## src/rtl/register_file_scoreboard_if.sv

```systemverilog
// register_file_scoreboard_if: bundles the write-back, issue, flush and
// operand-read signals between the pipeline and the register file.
// master = pipeline side (decode / write-back), slave = register file.
interface register_file_scoreboard_if #(
    parameter int XLEN = 32,
    parameter int AW   = 5
);
    logic            wbEnable;
    logic [AW-1:0]   wbAddr;
    logic [XLEN-1:0] wbData;
    logic [XLEN-1:0] wbPc;
    logic            issueEnable;
    logic [AW-1:0]   issueRd;
    logic            flush;
    logic [AW-1:0]   rs1Addr;
    logic [AW-1:0]   rs2Addr;
    logic [XLEN-1:0] rs1Data;
    logic [XLEN-1:0] rs2Data;
    logic            rs1Busy;
    logic            rs2Busy;
    logic            issueStall;
    logic [XLEN-1:0] lastWbPc;
    logic [31:0]     retiredCount;

    modport master (
        output wbEnable, wbAddr, wbData, wbPc,
        output issueEnable, issueRd, flush,
        output rs1Addr, rs2Addr,
        input  rs1Data, rs2Data, rs1Busy, rs2Busy,
        input  issueStall, lastWbPc, retiredCount
    );

    modport slave (
        input  wbEnable, wbAddr, wbData, wbPc,
        input  issueEnable, issueRd, flush,
        input  rs1Addr, rs2Addr,
        output rs1Data, rs2Data, rs1Busy, rs2Busy,
        output issueStall, lastWbPc, retiredCount
    );
endinterface

```

## src/rtl/register_file_scoreboard.sv

```systemverilog
// register_file_scoreboard: architectural integer register file (x0 reads 0)
// with a per-register pending-write scoreboard for RAW hazard detection,
// last retired PC and a retired-instruction counter.
// Optional feature macro: RF_WRITE_BYPASS_EN -- write-first forwarding of the
// same-cycle write-back onto the read ports, and early Busy release when that
// write-back retires the last pending write of the source register.
module register_file_scoreboard #(
    parameter int XLEN    = 32,
    parameter int REG_NUM = 32,
    parameter int PEND_W  = 2
) (
    input logic                       clk,
    input logic                       rst,
    register_file_scoreboard_if.slave bus
);
    localparam int                AW       = $clog2(REG_NUM);
    localparam logic [PEND_W-1:0] PEND_MAX = '1;

    logic [XLEN-1:0]   r_regs [REG_NUM];
    logic [PEND_W-1:0] r_pend [REG_NUM];
    logic [XLEN-1:0]   r_lastWbPc;
    logic [31:0]       r_retired;

    logic w_issueStall;
    logic w_issueHit;
    logic w_wbHit;
    logic w_rs1Fwd;
    logic w_rs2Fwd;

    // Saturating pending-count update; an issue and write-back to the same
    // register cancel out, and a write-back never drives the count below 0
    // (write-backs of flushed instructions are legal).
    function automatic logic [PEND_W-1:0] f_pend_next(
        input logic [PEND_W-1:0] cur,
        input logic              inc,
        input logic              dec
    );
        logic [PEND_W-1:0] nxt;
        nxt = cur;
        if (inc && !dec) begin
            nxt = cur + PEND_W'(1);
        end else if (dec && !inc && (cur != '0)) begin
            nxt = cur - PEND_W'(1);
        end
        return nxt;
    endfunction

    // A saturated counter blocks the issue so it can never wrap.
    assign w_issueStall = bus.issueEnable && (bus.issueRd != '0) &&
                          (r_pend[bus.issueRd] == PEND_MAX);
    assign w_issueHit   = bus.issueEnable && (bus.issueRd != '0) && !w_issueStall;
    assign w_wbHit      = bus.wbEnable && (bus.wbAddr != '0);

`ifdef RF_WRITE_BYPASS_EN
    assign w_rs1Fwd = w_wbHit && (bus.wbAddr == bus.rs1Addr);
    assign w_rs2Fwd = w_wbHit && (bus.wbAddr == bus.rs2Addr);
`else
    assign w_rs1Fwd = 1'b0;
    assign w_rs2Fwd = 1'b0;
`endif

    // Register array: reset clears everything and suppresses the same-cycle write.
    always_ff @(posedge clk) begin
        if (!rst) begin
            for (int i = 0; i < REG_NUM; i++) begin
                r_regs[i] <= '0;
            end
        end else if (w_wbHit) begin
            r_regs[bus.wbAddr] <= bus.wbData;
        end
    end

    // Scoreboard: flush and reset drop all in-flight writes; entry 0 stays 0.
    always_ff @(posedge clk) begin
        for (int i = 0; i < REG_NUM; i++) begin
            if (!rst || bus.flush || (i == 0)) begin
                r_pend[i] <= '0;
            end else begin
                r_pend[i] <= f_pend_next(r_pend[i],
                                         w_issueHit && (bus.issueRd == AW'(i)),
                                         w_wbHit && (bus.wbAddr == AW'(i)));
            end
        end
    end

    // Retire tracking: every write-back (including to x0) retires one instruction.
    always_ff @(posedge clk) begin
        if (!rst) begin
            r_lastWbPc <= '0;
            r_retired  <= '0;
        end else if (bus.wbEnable) begin
            r_lastWbPc <= bus.wbPc;
            r_retired  <= r_retired + 32'd1;
        end
    end

    assign bus.rs1Data = (bus.rs1Addr == '0) ? '0 :
                         w_rs1Fwd ? bus.wbData : r_regs[bus.rs1Addr];
    assign bus.rs2Data = (bus.rs2Addr == '0) ? '0 :
                         w_rs2Fwd ? bus.wbData : r_regs[bus.rs2Addr];

    assign bus.rs1Busy = (bus.rs1Addr != '0) && (r_pend[bus.rs1Addr] != '0) &&
                         !(w_rs1Fwd && (r_pend[bus.rs1Addr] == PEND_W'(1)));
    assign bus.rs2Busy = (bus.rs2Addr != '0) && (r_pend[bus.rs2Addr] != '0) &&
                         !(w_rs2Fwd && (r_pend[bus.rs2Addr] == PEND_W'(1)));

    assign bus.issueStall   = w_issueStall;
    assign bus.lastWbPc     = r_lastWbPc;
    assign bus.retiredCount = r_retired;
endmodule

```

## src/flat_wrapper.sv

```systemverilog
// flat-port wrapper written by rule: the top's interface ports become plain ports
module register_file_scoreboard_flat 
#(
    parameter int XLEN    = 32,
    parameter int REG_NUM = 32,
    parameter int PEND_W  = 2
)
  (clk, rst, bus_wbEnable, bus_wbAddr, bus_wbData, bus_wbPc, bus_issueEnable, bus_issueRd, bus_flush, bus_rs1Addr, bus_rs2Addr, bus_rs1Data, bus_rs2Data, bus_rs1Busy, bus_rs2Busy, bus_issueStall, bus_lastWbPc, bus_retiredCount);
  register_file_scoreboard_if #(.XLEN(XLEN), .AW(5)) bus_i ();
  input logic clk;
  input logic rst;
  input wire logic [$bits(bus_i.wbEnable)-1:0] bus_wbEnable;
  input wire logic [$bits(bus_i.wbAddr)-1:0] bus_wbAddr;
  input wire logic [$bits(bus_i.wbData)-1:0] bus_wbData;
  input wire logic [$bits(bus_i.wbPc)-1:0] bus_wbPc;
  input wire logic [$bits(bus_i.issueEnable)-1:0] bus_issueEnable;
  input wire logic [$bits(bus_i.issueRd)-1:0] bus_issueRd;
  input wire logic [$bits(bus_i.flush)-1:0] bus_flush;
  input wire logic [$bits(bus_i.rs1Addr)-1:0] bus_rs1Addr;
  input wire logic [$bits(bus_i.rs2Addr)-1:0] bus_rs2Addr;
  output wire logic [$bits(bus_i.rs1Data)-1:0] bus_rs1Data;
  output wire logic [$bits(bus_i.rs2Data)-1:0] bus_rs2Data;
  output wire logic [$bits(bus_i.rs1Busy)-1:0] bus_rs1Busy;
  output wire logic [$bits(bus_i.rs2Busy)-1:0] bus_rs2Busy;
  output wire logic [$bits(bus_i.issueStall)-1:0] bus_issueStall;
  output wire logic [$bits(bus_i.lastWbPc)-1:0] bus_lastWbPc;
  output wire logic [$bits(bus_i.retiredCount)-1:0] bus_retiredCount;
  assign bus_i.wbEnable = bus_wbEnable;
  assign bus_i.wbAddr = bus_wbAddr;
  assign bus_i.wbData = bus_wbData;
  assign bus_i.wbPc = bus_wbPc;
  assign bus_i.issueEnable = bus_issueEnable;
  assign bus_i.issueRd = bus_issueRd;
  assign bus_i.flush = bus_flush;
  assign bus_i.rs1Addr = bus_rs1Addr;
  assign bus_i.rs2Addr = bus_rs2Addr;
  assign bus_rs1Data = bus_i.rs1Data;
  assign bus_rs2Data = bus_i.rs2Data;
  assign bus_rs1Busy = bus_i.rs1Busy;
  assign bus_rs2Busy = bus_i.rs2Busy;
  assign bus_issueStall = bus_i.issueStall;
  assign bus_lastWbPc = bus_i.lastWbPc;
  assign bus_retiredCount = bus_i.retiredCount;
  register_file_scoreboard #(.XLEN(XLEN), .REG_NUM(REG_NUM), .PEND_W(PEND_W)) u_core (.clk(clk), .rst(rst), .bus(bus_i));
endmodule
```

## config.mk

```make
export PLATFORM = sky130hd
export DESIGN_NAME = register_file_scoreboard_flat
export DESIGN_NICKNAME = d
export VERILOG_FILES = /design/src/rtl/register_file_scoreboard_if.sv /design/src/rtl/register_file_scoreboard.sv /design/src/flat_wrapper.sv
export SDC_FILE = /design/constraint.sdc
export NUM_CORES = 2
export LEC_CHECK = 0
export CORE_AREA = 2 2 471 473
export CTS_CLUSTER_SIZE = 25
export DETAILED_ROUTE_END_ITERATION = 12
export DIE_AREA = 0 0 473 475
export SYNTH_ARGS = -nofsm -noshare
export SYNTH_HDL_FRONTEND = slang
export SYNTH_SLANG_ARGS = --single-unit
export TNS_END_PERCENT = 5
```

## constraint.sdc

```tcl
create_clock -name clk -period 6.12 [get_ports clk]
set_clock_uncertainty 0.15 [all_clocks]
set_input_delay 0.918 -clock clk [delete_from_list [all_inputs] [get_ports clk]]
set_output_delay 0.918 -clock clk [all_outputs]
set_load 0.02 [all_outputs]
```

# Word-level counts from Yosys, hierarchy flattened
# Memory sizes are Yosys's and may differ from the RTL's.
# Index checks and enable logic that the tools add are counted.
[totals] in_bits=89 output_inout_bits=131 word_cells=563 regBits=64 memories=2 ram_bits=1088
[op_classes] n_eq_ne=63 mux=136 reduce_logical=266 addsub=63 n_bitwise=31
[mem_list] name="u_core.r_regs" depth=32 word_bits=32 read_ports=2 rd_clocked_by_memory_dff=0 write_ports=32 line_no="register_file_scoreboard.sv:19" source="logic [XLEN-1:0] r_regs [REG_NUM];"
[mem_list] name="u_core.r_pend" depth=32 word_bits=2 read_ports=34 rd_clocked_by_memory_dff=0 write_ports=32 line_no="register_file_scoreboard.sv:20" source="logic [PEND_W-1:0] r_pend [REG_NUM];"
[op_table] operator="$mux 2" n=124
[op_table] operator="$logic_and 1x1->1" n=161
[op_table] operator="$eq 5x5->1 const B" n=32
[op_table] operator="$mux 32" n=3
[op_table] operator="$eq 5x4->1 const B" n=16
[op_table] operator="$reduce_bool 2->1" n=33
[op_table] operator="$logic_not 1->1" n=64
[op_table] operator="$add 2x1->2 const B" n=31
[op_table] operator="$sub 2x1->2 const B" n=31
[op_table] operator="$eq 5x3->1 const B" n=8
[op_table] operator="$add 32x1->32 const B" n=1
[op_table] operator="$reduce_or 32->1" n=1
[op_table] operator="$or 1x1->1" n=31
[op_table] operator="$eq 5x2->1 const B" n=4
[op_table] operator="$reduce_bool 5->1" n=4
[op_table] operator="$eq 5x1->1 const B" n=2
[op_table] operator="$logic_not 5->1" n=2
[op_table] operator="$mux 1" n=8
[op_table] operator="$mux 5" n=1
[op_table] operator="$eq 2x2->1 const B" n=1
[op_table] operator="$logic_or 1x1->1" n=1

# Longest topological paths before layout
[depth] word_depth=13 ltp_mapped=10 mapped_depth_nobuf=6

# Worst setup path before layout
# No wires, ideal clock.
[synth_timing] kind="input to register" startpoint="input bus_wbAddr[4]" endpoint="memory u_core.r_regs[4][0] (enable)" setup_ns=0.466 required_ns=5.504 slack_ns=1.523 path_buffers=2 arrival_time_ns=3.981 stages=4 cell_sequence="clkbuf_1 -> or3b_1 -> clkbuf_1 -> o21ai_0"
[synth_rtl] item="start, declared" line_no="flat_wrapper.sv:13" source="input wire logic [$bits(bus_i.wbAddr)-1:0] bus_wbAddr;"
[synth_rtl] item="end, declared" line_no="register_file_scoreboard.sv:19"

# Final worst setup path
[layout_timing] startpoint="input bus_rs2Addr[0]" endpoint="output bus_rs2Data[28]"
[layout_via] elab_chain_len=2 word_cells_on_any_way=3 classes_between="mux (1); reduce/logical (1); memory (1)"
[layout_lines] item="start, declared" line_no="flat_wrapper.sv:20" source="input wire logic [$bits(bus_i.rs2Addr)-1:0] bus_rs2Addr;"
[layout_lines] item="$mem_v2 32x32 or $logic_not 5->1 (tied branches)"
[layout_lines] item="$mux 32 *" line_no="register_file_scoreboard.sv:99" source="assign bus.rs2Data = (bus.rs2Addr == '0) ? '0 :"
[layout_lines] item="end, declared" line_no="flat_wrapper.sv:22" source="output wire logic [$bits(bus_i.rs2Data)-1:0] bus_rs2Data;"
# Every way passes the cells marked *; elsewhere a longest branch is shown, timed or not.

==> summary.txt <==
Run status
  – Outcome: finished clean

GRT
  – Initial antenna violation count: 25
  – Overflow after GRT: 0
  – Pin count of the biggest net entering global routing: 76
  – Number of global-route vias before repair: ~40,000
  – First-pass GRT wire length: 305,000 microns
  – GRT Overall Usage: 0.190

Placed design
  – Hpwl dp: between 100,000 and 150,000 microns
  – Placed Area: between 60,000 and 70,000 sq um
  – Dpl ws: 0.894 ns
  – Routability cong.: roughly 0.87
  – Buffers on Ports: approximately 220

Logic synthesis
  – Asr flop ratio synth: 0
  – Synthesized area: ~60,000 sq um
  – Syn avg cell area: between 10 and 15 sq um
  – Cells after Synth: approximately 4,100
  – Post-synth EDFFs: about 1,000
  – Post-synthesis sequential area ratio: 0.543
  – Synth cell types: between 60 and 70
  – Yosys warns: 0
  – Ys flop type: edfxtp_1
  – #FFs+latches synth: 1,150

Route
  – DR top layer: met5
  – Met2 WL: 98,600 microns
  – Metal3 WL: around 26,000 microns
  – Total wire length after detailed routing: 217,000 microns
  – Via count: approximately 40,000
  – DR iter-0 viols: about 6,000
  – Residual DRC: 0
  – Vias per cell: between 5 and 6
  – M1 wire length: ~86,000 microns
  – Pre-Repair DR Iteration Count: 7
  – DR WL/cell: 30.2 microns
  – Antenna-violating nets left: 0

Timing
  – Setup Viol. Count Final: 0
  – Hold slack: around 0.33 ns
  – Slew Viols, Final: 0
  – Slew headroom: 0.153
  – Final worst slack: 0.919 ns
  – Post-route setup TNS: 0 ns
  – Unrepaired setup endpoints after global routing: false
  – F_max: a little under 200 MHz
  – Crit share post-route: 0.850
  – Fin. Hold Viols: 0
  – Worst-margin pin slew: between 1 and 1.5 ns
  – Fin crit period: between 5 and 6 ns

Clocking
  – Post-cts sizing count: 0
  – CTS Hold Buffers Added: 0
  – Post-CTS repair timing setup buffer count: 0
  – H-tree lvl count: 3
  – Clk sinks: 1,150
  – Max Root-Sink Buffers: 3
  – Cts bufs inserted: 117
  – CTS tree: done
  – Reg clk slew, reported paths: about 0.060 ns
  – CTS Root Cell: clkbuf_16
  – Worst-skew pair later-pin latency: approximately 0.74 ns

Power and ir drop
  – LEAKAGE: 23.7 nW
  – Final Power: between 15 and 20 mW
  – Pwr dens: about 260 nW/um^2
  – Max VDD drop: 220 uV

Critical path
  – WP data arrival: about 4.1 ns
  – Req. time, crit path: a little over 5 ns
  – CP Capture Type: output pin
  – CP startpoint kind: primary input
  – Critical Setup Path Class: in2out
  – Max FO, Critical Path: 43

Floorplanning
  – # IOs: 220
  – Height of the chip: approximately 480 microns
  – Core Area: 219,000 sq um
  – Initial Util: 0.280
  – Die area: roughly 220,000 sq um
  – Die width: ~470 microns
  – Rows: 172

Finish
  – Cell area after layout: slightly above 70,000 sq um
  – Total Nets Final: 4,298
  – Share of layout cells above drive strength 1: 0.243
  – Area grow syn2layout: 15.8%

Run
  – Max-cap violation count: 0

Min path
  – Class of the worst hold path: reg2reg
-- stage by stage --
stage / util / cells
floorplan: - / 4163
global placement: 0.307 / 6960
detailed placement: 0.307 / 6960
CTS: 0.324 / 7169
global route: 0.324 / 7173
finish: 0.324 / 7182
-- final timing paths --
path,slack [ns],end,cells past startpoint,startpoint
hold / removal,0.33,u_core.bus.retiredCount[25],2,u_core.bus.retiredCount[25]
setup reg to reg,3.37,u_core.bus.retiredCount[30],6,u_core.bus.retiredCount[3]
setup / recovery,0.92,bus_rs2Data[28],7,bus_rs2Addr[0]
hold reg to reg,0.33,u_core.bus.retiredCount[25],2,u_core.bus.retiredCount[25]
-- area by class of cell --
| class | count | area [sq um] |
|---|---|---|
| Tap cell | 2871 | 3590 |
| Antenna cell | 13 | 32.5 |
| Timing Repair Buffer | 356 | 3630 |
| Multi-Input combinational cell | 2574 | 26800 |
| Inverter | 9 | 36.3 |
| Fill cell | 21300 | 148000 |
| Sequential cell | 1150 | 33300 |
| Clock inverter | 55 | 462 |
| Clock buffer | 154 | 3140 |
-- cell usage after synthesis (all sizes together) (2+ instances only) --
library cell  number  area share
a2111o             3     0.00055
a211oi            19      0.0023
a21o              11      0.0013
a21oi             82      0.0070
a2bb2oi            3     0.00043
a41oi              4     0.00057
and2             872       0.089
and3             147       0.015
and4               7      0.0010
buf              122      0.0097
clkbuf           308       0.019
dfxtp            126       0.041
edfxtp          1024        0.50
inv                9     0.00055
mux2               4     0.00080
mux2i            103       0.017
mux4             654        0.24
nand2            103      0.0063
nand2b            21      0.0021
nand3             37      0.0030
nand3b            11      0.0013
nand4              9     0.00092
nor2             190       0.012
nor2b              6     0.00061
nor3              63      0.0051
nor3b              7     0.00086
nor4              10      0.0010
o2111ai            2     0.00029
o211ai            22      0.0027
o21a              17      0.0021
o21ai             64      0.0052
o311ai            10      0.0014
o31a               2     0.00029
o31ai             15      0.0018
o32ai              3     0.00043
or2                3     0.00031
or3               10      0.0010
or3b               3     0.00043
or4                4     0.00049
xnor2              4     0.00057
xor2              11      0.0016
-- kinds of logic (layout without fill, tap and decap cells) --
| logic type | count (synthesis) | after routing | share of synthesized area |
|---|---|---|---|
| muxes | 761 | 761 | 0.258 |
| DFF | 1150 | 1150 | 0.543 |
| other | 1 | 45 | 0.0000612 |
| xor gates and xnor gates | 15 | 15 | 0.00214 |
| adders and majority gates | 1 | 1 | 0.000204 |
| AOI/OAI and AO/OA | 261 | 261 | 0.0273 |
| buffers and inverters | 439 | 574 | 0.0291 |
| and+or+nand+nor | 1504 | 1504 | 0.141 |
-- worst max-delay path, cell delays in order --
cell and delay, ns:
buf_8 0.45, buf_4 0.49, mux4_2 0.57, mux4_2 0.53, mux2i_1 0.25, nor2_1 0.21, clkdlybuf4s50_1 0.60
-- sequential cells by signal, summed over array words and instances, names as in the netlist --
register / cells
u_core.bus.lastWbPc: 32
u_core.bus.retiredCount: 32
u_core.r_pend: 62
u_core.r_regs: 1024
-- layer usage --
layer,vias to the layer above,track usage
li1,16100,-
met1,21000,0.264
met2,2536,0.291
met3,354,0.0497
met4,12,0.0530
met5,-,0
-- power by group --
| part | leakage [nW] | switching (mW) | internal (mW) |
|---|---|---|---|
| Combinational | 11.2 | 1.44 | 1.15 |
| Clock | 1.76 | 3.18 | 3.85 |
| Sequential | 10.8 | 0.206 | 8.95 |
-- placed cells by master, fill, tap and decap left out, types with 17 or more instances in the layout --
cell type,n
o21ai_1,20
edfxtp_1,1024
mux2i_1,103
nand3_1,37
buf_4,109
o21ai_0,29
o21a_1,17
a21oi_1,79
nand2_1,87
nand2b_1,20
nor3_1,59
o211ai_1,22
clkbuf_1,29
mux4_2,654
buf_12,32
conb_1,32
nor2_1,160
dfxtp_1,126
clkinv_1,22
clkinv_2,17
nor2_4,28
a211oi_1,19
and2_1,872
clkbuf_16,118
and3_1,143
clkdlybuf4s50_1,207
Power figures use the tool's default switching activity.
